### config.mk
export PLATFORM = sky130hd
export DESIGN_NAME = spi_reg_ctrl_flat
export DESIGN_NICKNAME = d
export VERILOG_FILES = /design/src/rtl/spi_ctrl_pkg.sv /design/src/rtl/spi_reg_ctrl_if.sv /design/src/rtl/spi_reg_ctrl.sv /design/src/flat_wrapper.sv
export SDC_FILE = /design/constraint.sdc
export NUM_CORES = 1
export LEC_CHECK = 0
export ABC_AREA = 1
export BUFFER_PORTS_ARGS = -buffer_cell sky130_fd_sc_hd__buf_2
export CAP_MARGIN = 20
export CORE_MARGIN = 2
export CORE_UTILIZATION = 40
export CTS_CLUSTER_DIAMETER = 50
export DETAILED_ROUTE_END_ITERATION = 6
export GPL_ROUTABILITY_DRIVEN = 1
export PLACE_DENSITY = 0.71
export SLEW_MARGIN = 20
export SYNTH_ARGS = -nofsm -noshare
export SYNTH_HDL_FRONTEND = slang
export SYNTH_SLANG_ARGS = --single-unit
### constraint.sdc
create_clock -name clk -period 1.1 [get_ports clk]
set_input_delay 0.11 -clock clk [delete_from_list [all_inputs] [get_ports clk]]
set_output_delay 0.11 -clock clk [all_outputs]
set_load 0.01 [all_outputs]
### src/rtl/spi_ctrl_pkg.sv
// Shared types and constants for the SPI register-access controller.
// Holds the controller state encoding, the identification byte and
// the command-byte field layout.
package spi_ctrl_pkg;

  // Command byte: bit RW_BIT selects read (1) or write (0), the low
  // ADDR_W bits carry the starting register address.
  localparam int ADDR_W = 7;
  localparam int RW_BIT = 7;

  // Byte presented to the master while the command byte shifts in.
  localparam logic [7:0] ID_BYTE = 8'hA5;

  typedef enum logic [2:0] {
    ST_IDLE     = 3'd0,
    ST_CMD      = 3'd1,
    ST_WR_DATA  = 3'd2,
    ST_RD_FETCH = 3'd3,
    ST_RD_WAIT  = 3'd4,
    ST_RD_DATA  = 3'd5
  } state_t;

endpackage

### src/rtl/spi_reg_ctrl_if.sv
// Signal bundle between the SPI byte engine / register file and the controller.
// master: the controller's view; slave: the byte engine and register file side.
// No clock inside; all timing is owned by the modules using it.
interface spi_reg_ctrl_if;
  import spi_ctrl_pkg::*;

  // byte engine side
  logic              frame_start;
  logic              frame_end;
  logic              rx_valid;
  logic [7:0]        rx_data;
  logic [7:0]        tx_data;

  // register file side
  logic [ADDR_W-1:0] reg_addr;
  logic [7:0]        reg_wdata;
  logic              reg_we;
  logic              reg_re;
  logic [7:0]        reg_rdata;

  // status
  logic              busy;
  logic              err_overrun;

  modport master (
    input  frame_start, frame_end, rx_valid, rx_data, reg_rdata,
    output tx_data, reg_addr, reg_wdata, reg_we, reg_re, busy, err_overrun
  );

  modport slave (
    output frame_start, frame_end, rx_valid, rx_data, reg_rdata,
    input  tx_data, reg_addr, reg_wdata, reg_we, reg_re, busy, err_overrun
  );

endinterface

### src/rtl/spi_reg_ctrl.sv
// Purpose: decode SPI frames ({rw,addr} then data) into register-file burst reads/writes.
// Latency: write strobe 1 clk after rx_valid; read data on tx_data 2 clk after fetch starts.
// Backpressure: none; rx_valid during a pending read fetch only sets sticky err_overrun.
module spi_reg_ctrl
  import spi_ctrl_pkg::*;
(
  input  logic              clk,
  input  logic              reset,
  spi_reg_ctrl_if.master    bus
);

  state_t            state;
  state_t            state_nxt;

  logic [ADDR_W-1:0] ptr;
  logic [7:0]        tx_q;
  logic [7:0]        wdata_q;
  logic              we_q;
  logic              err_q;

  // decoded controls from the output process
  logic              ld_ptr;
  logic              commit_wr;
  logic              cap_tx;
  logic              set_id;
  logic              set_err;
  logic              re_c;
  logic              busy_c;

  // state register
  always_ff @(posedge clk or posedge reset) begin
    if (reset) begin
      state <= ST_IDLE;
    end else begin
      state <= state_nxt;
    end
  end

  // next state: a new frame_start aborts anything, frame_end always returns to IDLE
  always_comb begin
    state_nxt = state;
    if (bus.frame_start) begin
      state_nxt = ST_CMD;
    end else if (bus.frame_end) begin
      state_nxt = ST_IDLE;
    end else begin
      case (state)
        ST_IDLE:     state_nxt = ST_IDLE;
        ST_CMD:      if (bus.rx_valid)
                       state_nxt = bus.rx_data[RW_BIT] ? ST_RD_FETCH : ST_WR_DATA;
        ST_WR_DATA:  state_nxt = ST_WR_DATA;
        ST_RD_FETCH: state_nxt = ST_RD_WAIT;
        ST_RD_WAIT:  state_nxt = ST_RD_DATA;
        ST_RD_DATA:  if (bus.rx_valid) state_nxt = ST_RD_FETCH;
        default:     state_nxt = ST_IDLE;
      endcase
    end
  end

  // output decode: strobes and datapath enables for the current state
  always_comb begin
    ld_ptr    = 1'b0;
    commit_wr = 1'b0;
    cap_tx    = 1'b0;
    set_id    = bus.frame_start;
    set_err   = 1'b0;
    re_c      = 1'b0;
    busy_c    = (state != ST_IDLE);
    case (state)
      ST_CMD: begin
        ld_ptr = bus.rx_valid && !bus.frame_start;
      end
      ST_WR_DATA: begin
        // a byte arriving with frame_end is still committed; frame_start drops it
        commit_wr = bus.rx_valid && !bus.frame_start;
      end
      ST_RD_FETCH: begin
        re_c    = 1'b1;
        set_err = bus.rx_valid;
      end
      ST_RD_WAIT: begin
        cap_tx  = !bus.frame_start && !bus.frame_end;
        set_err = bus.rx_valid;
      end
      default: begin
      end
    endcase
  end

  // datapath: pointer, tx byte, write strobe/data and sticky overrun flag
  always_ff @(posedge clk or posedge reset) begin
    if (reset) begin
      ptr     <= '0;
      tx_q    <= 8'h00;
      wdata_q <= 8'h00;
      we_q    <= 1'b0;
      err_q   <= 1'b0;
    end else begin
      we_q <= commit_wr;
      if (commit_wr) begin
        wdata_q <= bus.rx_data;
      end
      if (set_id) begin
        tx_q <= ID_BYTE;
      end else if (cap_tx) begin
        tx_q <= bus.reg_rdata;
      end
      // pointer advances after the write strobe cycle or with the read capture;
      // natural 7-bit wrap gives 127 -> 0
      if (ld_ptr) begin
        ptr <= bus.rx_data[ADDR_W-1:0];
      end else if (we_q || cap_tx) begin
        ptr <= ptr + 7'd1;
      end
      if (set_err) begin
        err_q <= 1'b1;
      end
    end
  end

  assign bus.tx_data     = tx_q;
  assign bus.reg_addr    = ptr;
  assign bus.reg_wdata   = wdata_q;
  assign bus.reg_we      = we_q;
  assign bus.reg_re      = re_c;
  assign bus.busy        = busy_c;
  assign bus.err_overrun = err_q;

endmodule

### src/flat_wrapper.sv
// flat-port wrapper written by rule: the top's interface ports become plain ports
module spi_reg_ctrl_flat import spi_ctrl_pkg::*;
  (clk, reset, bus_frame_start, bus_frame_end, bus_rx_valid, bus_rx_data, bus_reg_rdata, bus_tx_data, bus_reg_addr, bus_reg_wdata, bus_reg_we, bus_reg_re, bus_busy, bus_err_overrun);
  spi_reg_ctrl_if bus_i ();
  input  logic clk;
  input  logic reset;
  input wire logic [$bits(bus_i.frame_start)-1:0] bus_frame_start;
  input wire logic [$bits(bus_i.frame_end)-1:0] bus_frame_end;
  input wire logic [$bits(bus_i.rx_valid)-1:0] bus_rx_valid;
  input wire logic [$bits(bus_i.rx_data)-1:0] bus_rx_data;
  input wire logic [$bits(bus_i.reg_rdata)-1:0] bus_reg_rdata;
  output wire logic [$bits(bus_i.tx_data)-1:0] bus_tx_data;
  output wire logic [$bits(bus_i.reg_addr)-1:0] bus_reg_addr;
  output wire logic [$bits(bus_i.reg_wdata)-1:0] bus_reg_wdata;
  output wire logic [$bits(bus_i.reg_we)-1:0] bus_reg_we;
  output wire logic [$bits(bus_i.reg_re)-1:0] bus_reg_re;
  output wire logic [$bits(bus_i.busy)-1:0] bus_busy;
  output wire logic [$bits(bus_i.err_overrun)-1:0] bus_err_overrun;
  assign bus_i.frame_start = bus_frame_start;
  assign bus_i.frame_end = bus_frame_end;
  assign bus_i.rx_valid = bus_rx_valid;
  assign bus_i.rx_data = bus_rx_data;
  assign bus_i.reg_rdata = bus_reg_rdata;
  assign bus_tx_data = bus_i.tx_data;
  assign bus_reg_addr = bus_i.reg_addr;
  assign bus_reg_wdata = bus_i.reg_wdata;
  assign bus_reg_we = bus_i.reg_we;
  assign bus_reg_re = bus_i.reg_re;
  assign bus_busy = bus_i.busy;
  assign bus_err_overrun = bus_i.err_overrun;
  spi_reg_ctrl u_core (.clk(clk), .reset(reset), .bus(bus_i));
endmodule
==> flow_summary.toml, run 1 <==
[synth]
synth_cells = 171
synth_largest_area_cell = "dfrtp_1"
ys_warn_count = 0
yosys-top-cells-area = "dfrtp_1, nand2_1, inv_1"
ys_types = 23
ys_ff_latch = 28
synth_top_area_share_pct = 50.2
syn_area_mm2 = 0.00140
syn_nets = 193
syn_area_per_cell_um2 = 8.17
ys_seq_area_share_pct = 50.2

[sta]
fmax_ghz = 0.762
hold_violations = 0
slew_viol_final = 0
whs_ns = 0.00406
setup_viol = 29
period_needed_ns = 1.31
tightest_slew_ns = 0.439
grt_setup_unrepaired = "true"
fin_crit_sh_pct = 119
setup_slack_ns = -0.213
skew_ns = 0.00578
relSlewSlack_pct = 70.7

[finish]
syn_to_final_growth_pct = 55.9
utilization_pct = 65.2
fin_nets = 282
layout_common_cells = "nand2_1, buf_2, dfrtp_1"
drive_gt1_share_pct = 44.4
design_area_mm2 = 0.00218
final_common_cell = "nand2_1"
antenna_cells = 0

[place]
gp_congestion = 0.742
hpwl_mm = 2.38
place_area_mm2 = 0.00184
io_buffers = 47
post-place-ws_ns = -0.156

[global_routing]
grt_pass1_wl_mm = 5.72
grtUsageTotal_pct = 18.0
grt.overflow.total = 0
grt_pass1_vias = 1328
grt_max_degree = 29
antenna_found_initial = 0

[setup_path]
crit_path_start_kind = "flop"
endpoint_kind = "primary output"
crit_fanout = 8
crit_type = "flop to primary output"
critPathArrivalTime_ns = 1.20
cp_data_required_time_ns = 0.99

[clock_tree]
clk-insertion-delay-late_ns = 0.33
numCtsBuffers = 3
htreeDepth = 1
clock_sinks = 28
clkTransAtPathRegs_ns = 0.15
root_buffer = "clkbuf_4"
cts_buffer_depth = 2
cts_tree = "done"

[die]
core_mm2 = 0.00334
row_count = 21
die_h_um = 63.1
start_util_pct = 41.8
die_w_um = 63.1
dieArea_mm2 = 0.00398
ioPinCount = 48

[run_status]
violations = "setup timing"
status = "complete, but fails checks"

[routing]
drc_errors = 0
via_count = 1433
drt-vias-per-instance = 4.70
ant_nets = 0
drt_wl_total_mm = 3.60
drt_iter0_markers = 65
wire_per_inst_um = 11.8
dr.pass1.iters = 4

[power]
leakagePower_nw = 1.17
peakVddDrop_uv = 769
powerDensity_mw_per_mm2 = 1310

[job]
drv_cap = 0

[worst_hold_path]
hp-class = "input port to flop"
[stage by stage]
stage	TNS [ns]	cells	total power, mW
global route	-6.10	305	3.06
CTS	-3.43	295	2.79
global placement	-2.05	277	2.16
detailed placement	-2.91	277	2.17
finish	-3.86	305	2.86
floorplan	-0.275	171	1.80
[cell families (layout without fill, tap and decap cells)]
family          count (synthesis)  count (layout)  synth area share (%)
simple gates                  103             104                  35.6
flops                          28              28                  50.2
buf+inv                        21             108                  5.82
compound gates                 18              18                  7.53
fa+ha+maj                       1               1                 0.896
[timing repair]
| item | CTS | global route |
|---|---|---|
| buffers inserted | 2 | 8 |
| setup endpoints to repair | 31 | 34 |
| hold buffers | 12 | 2 |
| pin swaps | 5 | 9 |
| hold endpoints to repair | 39 | 2 |
| resized for setup | 13 | 19 |
| cloned | 0 | 1 |
[flip-flops by register name, indices dropped and copies added, names as in the netlist]
signal,cells
u_core.bus.err_overrun,1
u_core.bus.reg_addr,7
u_core.bus.reg_wdata,8
u_core.bus.reg_we,1
u_core.bus.tx_data,8
u_core.state,3
[path summary, 6_finish.rpt]
check                                  startpoint                       to  slack, ns  depth (start not counted)
max in group asynchronous                   reset   u_core.bus.reg_addr[5]       0.45                          4
max                               u_core.state[2]                 bus_busy      -0.21                          4
max reg2reg                       u_core.state[0]    u_core.bus.tx_data[7]      -0.19                          4
min reg2reg                u_core.bus.err_overrun   u_core.bus.err_overrun       0.47                          1
min                                bus_rx_data[0]  u_core.bus.reg_wdata[0]      0.004                          3
min in group asynchronous                   reset  u_core.bus.reg_wdata[6]       0.36                          4
[critical path, cell delays in order (launching register included)]
cell and delay, ns:
dfrtp_2 0.52, inv_4 0.10, buf_6 0.09, nand2_2 0.05, buf_6 0.12
[final cells by class]
cell class | count | area [µm²]
Multi-Input combinational cell | 123 | 696
Sequential cell | 28 | 706
Timing Repair Buffer | 85 | 606
Tap cell | 46 | 57.6
Fill cell | 282 | 1160
Inverter | 19 | 76.3
Clock buffer | 4 | 36.3
[layer usage]
| layer | track usage, % | wire length, µm | part of all wire [%] |
|---|---|---|---|
| met2 | 29.1 | 1750 | 48 |
| met5 | 0 | 0 | 0 |
| met4 | 7.22 | 58 | 1.6 |
| met3 | 2.68 | 131 | 3.6 |
| met1 | 24.2 | 1660 | 46 |
[synth_stat cells]
cell type,instances
ha_1,1
o21ai_0,5
nand2_1,70
buf_2,2
o31ai_1,2
nor2_1,5
nand4_1,4
nand2_4,1
nand3_4,1
o22a_1,2
a21oi_1,4
o21ai_1,4
nand2_2,3
nand3_1,11
a21o_1,1
inv_2,2
dfrtp_1,28
nand3_2,1
nor3_2,1
nand3b_1,2
nor2_2,2
inv_1,17
nor2_8,2
[power breakdown]
group / switching (mW) / internal, mW
logic: 0.495 / 0.534
clock network: 0.301 / 0.203
registers: 0.144 / 1.19
total: 0.940 / 1.92
Power figures use the tool's default switching activity.
==> run 2, diff against run 1 <==
--- a/config.mk
+++ b/config.mk
@@ -9,11 +9,12 @@
 export BUFFER_PORTS_ARGS = -buffer_cell sky130_fd_sc_hd__buf_2
 export CAP_MARGIN = 20
 export CORE_MARGIN = 2
-export CORE_UTILIZATION = 40
+export CORE_UTILIZATION = 25
 export CTS_CLUSTER_DIAMETER = 50
 export DETAILED_ROUTE_END_ITERATION = 6
 export GPL_ROUTABILITY_DRIVEN = 1
-export PLACE_DENSITY = 0.71
+export HOLD_SLACK_MARGIN = 0.03
+export PLACE_DENSITY = 0.49
 export SLEW_MARGIN = 20
 export SYNTH_ARGS = -nofsm -noshare
 export SYNTH_HDL_FRONTEND = slang
==> run 2 against run 1 <==
The run still ends with setup timing left; sequential cell count unchanged; hold slack gained 0.035 ns; clock skew down 0.0028 ns; non-clock buffer count is 8 lower; critical path type unchanged; largest power group unchanged.
==> flow_summary.toml, run 2 (same netlist as run 1, synthesis figures left out) <==
[run_status]
status = "complete, but fails checks"
violations = "setup timing"

[setup_path]
critPathMostFrequentCell = "buf_6"
critPathArrivalTime_ns = 1.16
endpoint_kind = "primary output"
crit_type = "flop to primary output"
max_stage_delay_ns = 0.47
crit_start = "u_core.state[1]"
crit_path_start_kind = "flop"
crit_fanout = 4
worstPathCellList = "nor2_4 > buf_6 > nand2_4 > buf_6"
r2r_start = "u_core.state[0]"
cp_data_required_time_ns = 0.99
crit_slowest_cell = "dfrtp_2"

[place]
place_area_mm2 = 0.00190
hpwl_mm = 2.65
post-place-ws_ns = -0.158
io_buffers = 47
placedCellCount = 307
gp_congestion = 0.723

[finish]
syn_to_final_growth_pct = 55.2
fin_nets = 273
fin_cells = 322
drive_gt1_share_pct = 47.6
final_common_cell = "nand2_1"
antenna_cells = 0
design_area_mm2 = 0.00217
nFillCells = 582
layout_common_cells = "nand2_1, buf_2, dfrtp_1"
utilization_pct = 39.8

[global_routing]
grt_use_met1_pct = 15.4
grt_pass1_vias = 1323
grt_pass1_wl_mm = 5.89
grt_max_degree = 29
grt.overflow.total = 0
use_met2_pct = 20.5
grtUsageTotal_pct = 11.8
antenna_found_initial = 0
grt_util_met3_pct = 1.48
busiest_layer = "met2"

[sta]
fin_tns_setup_ns = -3.35
grt_setup_unrepaired = "true"
fin_crit_sh_pct = 115
period_needed_ns = 1.27
skew_ns = 0.00296
hold_violations = 0
relSlewSlack_pct = 75.6
setup_slack_ns = -0.169
slew_viol_final = 0
tightest_slew_ns = 0.366
whs_ns = 0.0389
fmax_ghz = 0.788
setup_viol = 30

[power]
leakagePower_nw = 1.16
p_sw_share_pct = 32.7
seq_power_share_pct = 46.3
powerDensity_mw_per_mm2 = 1330
p_total_mw = 2.88
pwr-share-clk_pct = 19.7
switchingPower_mw = 0.940
p_int_mw = 1.94
pwr-share-comb_pct = 34.1
peakVddDrop_uv = 448

[die]
core_mm2 = 0.00544
ioPinCount = 48
die_h_um = 78.7
start_util_pct = 25.7
die_w_um = 78.7
dieArea_mm2 = 0.00620
row_count = 27

[routing]
dr.pass1.iters = 4
drc_errors = 0
drt-vias-per-instance = 4.10
ant_nets = 0
wire_per_inst_um = 10.8
via_count = 1321
drt_iter0_markers = 35
drt_wl_total_mm = 3.47

[clock_tree]
htreeDepth = 1
cts_tree = "done"
clk-insertion-delay-late_ns = 0.27
clkTransAtPathRegs_ns = 0.09
root_buffer = "clkbuf_8"
numCtsBuffers = 3
cts_buffer_depth = 2
clock_sinks = 28

[worst_hold_path]
hp-start = "bus_reg_rdata[6]"
hp-class = "input port to flop"

[job]
drv_cap = 0
-- run 2: cell types whose count changed in the layout (fill, tap and decap cells not counted), sizes merged --
cell and change:
dlygate4sd3 -12, nand3 -1, buf +4
-- run 2: metal layers --
metal / up-vias / part of all wire [%]
li1: 706 / -
met4: 0 / 0.84
met3: 2 / 2.4
met1: 598 / 47
met5: - / 0
met2: 15 / 50
-- run 2: worst paths after layout --
kind	endpoint	slack [ns]	depth (start not counted)
worst max-delay path	bus_busy	-0.17	4
worst min-delay path	u_core.bus.tx_data[6]	0.04	3
worst max register to register	u_core.bus.reg_wdata[1]	-0.16	6
worst min register to register	u_core.bus.err_overrun	0.45	1
max in group asynchronous	u_core.state[1]	0.37	4
min in group asynchronous	u_core.bus.tx_data[0]	0.44	4
-- run 2: layout make-up --
type / count / area (µm²) / area share (%)
clock buffers: 4 / 45.0 / 2.08
flip-flops and latches: 28 / 704 / 32.5
inverters: 19 / 76.3 / 3.52
multi-input cells: 122 / 721 / 33.3
well taps: 72 / 90.1 / 4.16
repair buffers: 77 / 531 / 24.5
-- run 2: worst max-delay path, delay by kind of cell (launching register included) --
family,cells,cell delay (ns)
flops,1,0.47
buf+inv,2,0.23
simple gates,2,0.20
-- run 2: timing repair --
item	4_1_cts	5_1_grt
pin swaps	2	11
cloned	1	0
hold buffers	2	0
buffers inserted	2	6
gates resized for setup	16	28
endpoints found under the setup margin	30	32
hold endpoints to repair	29	0
-- run 2: power groups by stage --
stage	registers, mW	clock network [mW]	logic (mW)
3_5_place_dp	1.34	0	0.892
2_1_floorplan	1.41	0	0.390
3_3_place_gp	1.34	0	0.887
5_1_grt	1.36	0.639	1.12
4_1_cts	1.32	0.601	0.935
6_report	1.33	0.565	0.979
==> run 3, diff against run 2 <==
--- a/config.mk
+++ b/config.mk
@@ -8,6 +8,7 @@
 export ABC_AREA = 1
 export BUFFER_PORTS_ARGS = -buffer_cell sky130_fd_sc_hd__buf_2
 export CAP_MARGIN = 20
+export CORE_ASPECT_RATIO = 1.5
 export CORE_MARGIN = 2
 export CORE_UTILIZATION = 25
 export CTS_CLUSTER_DIAMETER = 50
==> run 3 against run 2 <==
The run still ends with setup timing left; critical path depth is the same; core utilization grew 0.63 points; sequential share of layout area shrank 0.51 points.
==> flow_summary.toml, run 3 (same netlist as run 1, synthesis figures left out) <==
[run_status]
status = "complete, but fails checks"
violations = "setup timing"

[power]
p_total_mw = 3.26
p_int_mw = 2.26
powerDensity_mw_per_mm2 = 1480
peakVddDrop_uv = 544
pwr-share-comb_pct = 33.0
p_sw_share_pct = 30.7
seq_power_share_pct = 41.2
leakagePower_nw = 1.17
pwr-share-clk_pct = 25.8
switchingPower_mw = 1.00

[sta]
fmax_ghz = 0.783
fin_tns_setup_ns = -2.69
grt_setup_unrepaired = "true"
tightest_slew_ns = 0.391
period_needed_ns = 1.28
relSlewSlack_pct = 73.9
slew_viol_final = 0
skew_ns = 0.00660
whs_ns = 0.0429
setup_slack_ns = -0.177
setup_viol = 27
fin_crit_sh_pct = 116
hold_violations = 0

[finish]
design_area_mm2 = 0.00221
layout_common_cells = "nand2_1, buf_2, dfrtp_1"
utilization_pct = 40.5
fin_cells = 323
syn_to_final_growth_pct = 58.0
fin_nets = 276
antenna_cells = 0
final_common_cell = "nand2_1"
drive_gt1_share_pct = 43.5

[job]
drv_cap = 0

[die]
row_count = 33
die_w_um = 65.0
dieArea_mm2 = 0.00621
ioPinCount = 48
core_mm2 = 0.00545
die_h_um = 95.5
start_util_pct = 25.6

[global_routing]
grt.overflow.total = 0
grt_pass1_wl_mm = 6.17
antenna_found_initial = 0
grt_pass1_vias = 1366
grt_max_degree = 29
grtUsageTotal_pct = 12.9

[routing]
drc_errors = 0
dr.pass1.iters = 4
ant_nets = 0
drt_wl_total_mm = 3.69
drt-vias-per-instance = 4.24
wire_per_inst_um = 11.4
via_count = 1370
drt_iter0_markers = 53

[setup_path]
cp_data_required_time_ns = 0.99
crit_fanout = 5
endpoint_kind = "primary output"
crit_type = "flop to primary output"
crit_path_start_kind = "flop"
critPathArrivalTime_ns = 1.17

[place]
placedCellCount = 306
place_area_mm2 = 0.00190
gp_congestion = 0.782
hpwl_mm = 2.83
io_buffers = 47
post-place-ws_ns = -0.168

[clock_tree]
clock_sinks = 28
cts_buffer_depth = 2
htreeDepth = 1
cts_tree = "done"
clk-insertion-delay-late_ns = 0.28
clkTransAtPathRegs_ns = 0.10
numCtsBuffers = 3
root_buffer = "clkbuf_8"

[worst_hold_path]
hp-class = "input port to flop"
-- run 3: routing by layer --
layer,vias up,wire (µm),track usage [%]
met3,4,155,1.89
met1,631,1470,14.6
met2,25,2010,24.1
met4,0,53,4.69
met5,-,0,0
li1,710,-,-
-- run 3: worst paths after layout --
path | slack (ns) | end | cells past startpoint | start
max | -0.18 | bus_busy | 4 | u_core.state[0]
min | 0.04 | u_core.bus.reg_wdata[3] | 3 | bus_rx_data[3]
max reg2reg | -0.17 | u_core.bus.tx_data[7] | 4 | u_core.state[0]
min reg2reg | 0.46 | u_core.bus.err_overrun | 1 | u_core.bus.err_overrun
max in group asynchronous | 0.38 | u_core.state[2] | 4 | reset
min in group asynchronous | 0.42 | u_core.bus.tx_data[6] | 4 | reset
-- run 3: critical path, stage by stage (launching register included) --
cell,delay [ns]
dfrtp_2,0.47
nor2_4,0.16
buf_6,0.12
nand2_4,0.04
buf_6,0.11
-- run 3: power groups by stage --
stage,registers [mW],logic [mW],clock network (mW)
after global routing,1.37,1.20,0.907
after global placement,1.35,0.871,0
after floorplan,1.41,0.390,0
final,1.34,1.07,0.839
after detailed placement,1.35,0.877,0
after CTS,1.33,1.03,0.874
-- run 3: cell type report --
cell class                      count  area, µm²
Sequential cell                    28        706
Clock buffer                        3       41.3
Fill cell                         598       3240
Inverter                           19       76.3
Clock inverter                      1       30.0
Multi-Input combinational cell    122        697
Tap cell                           70       87.6
Timing Repair Buffer               80        568
-- run 3: what timing repair did --
item,4_1_cts,5_1_grt
endpoints found under the hold margin,34,0
endpoints found under the setup margin,33,34
resized for setup,22,12
pin swaps,9,5
setup buffers,3,3
cloned,0,0
hold buffers,7,0
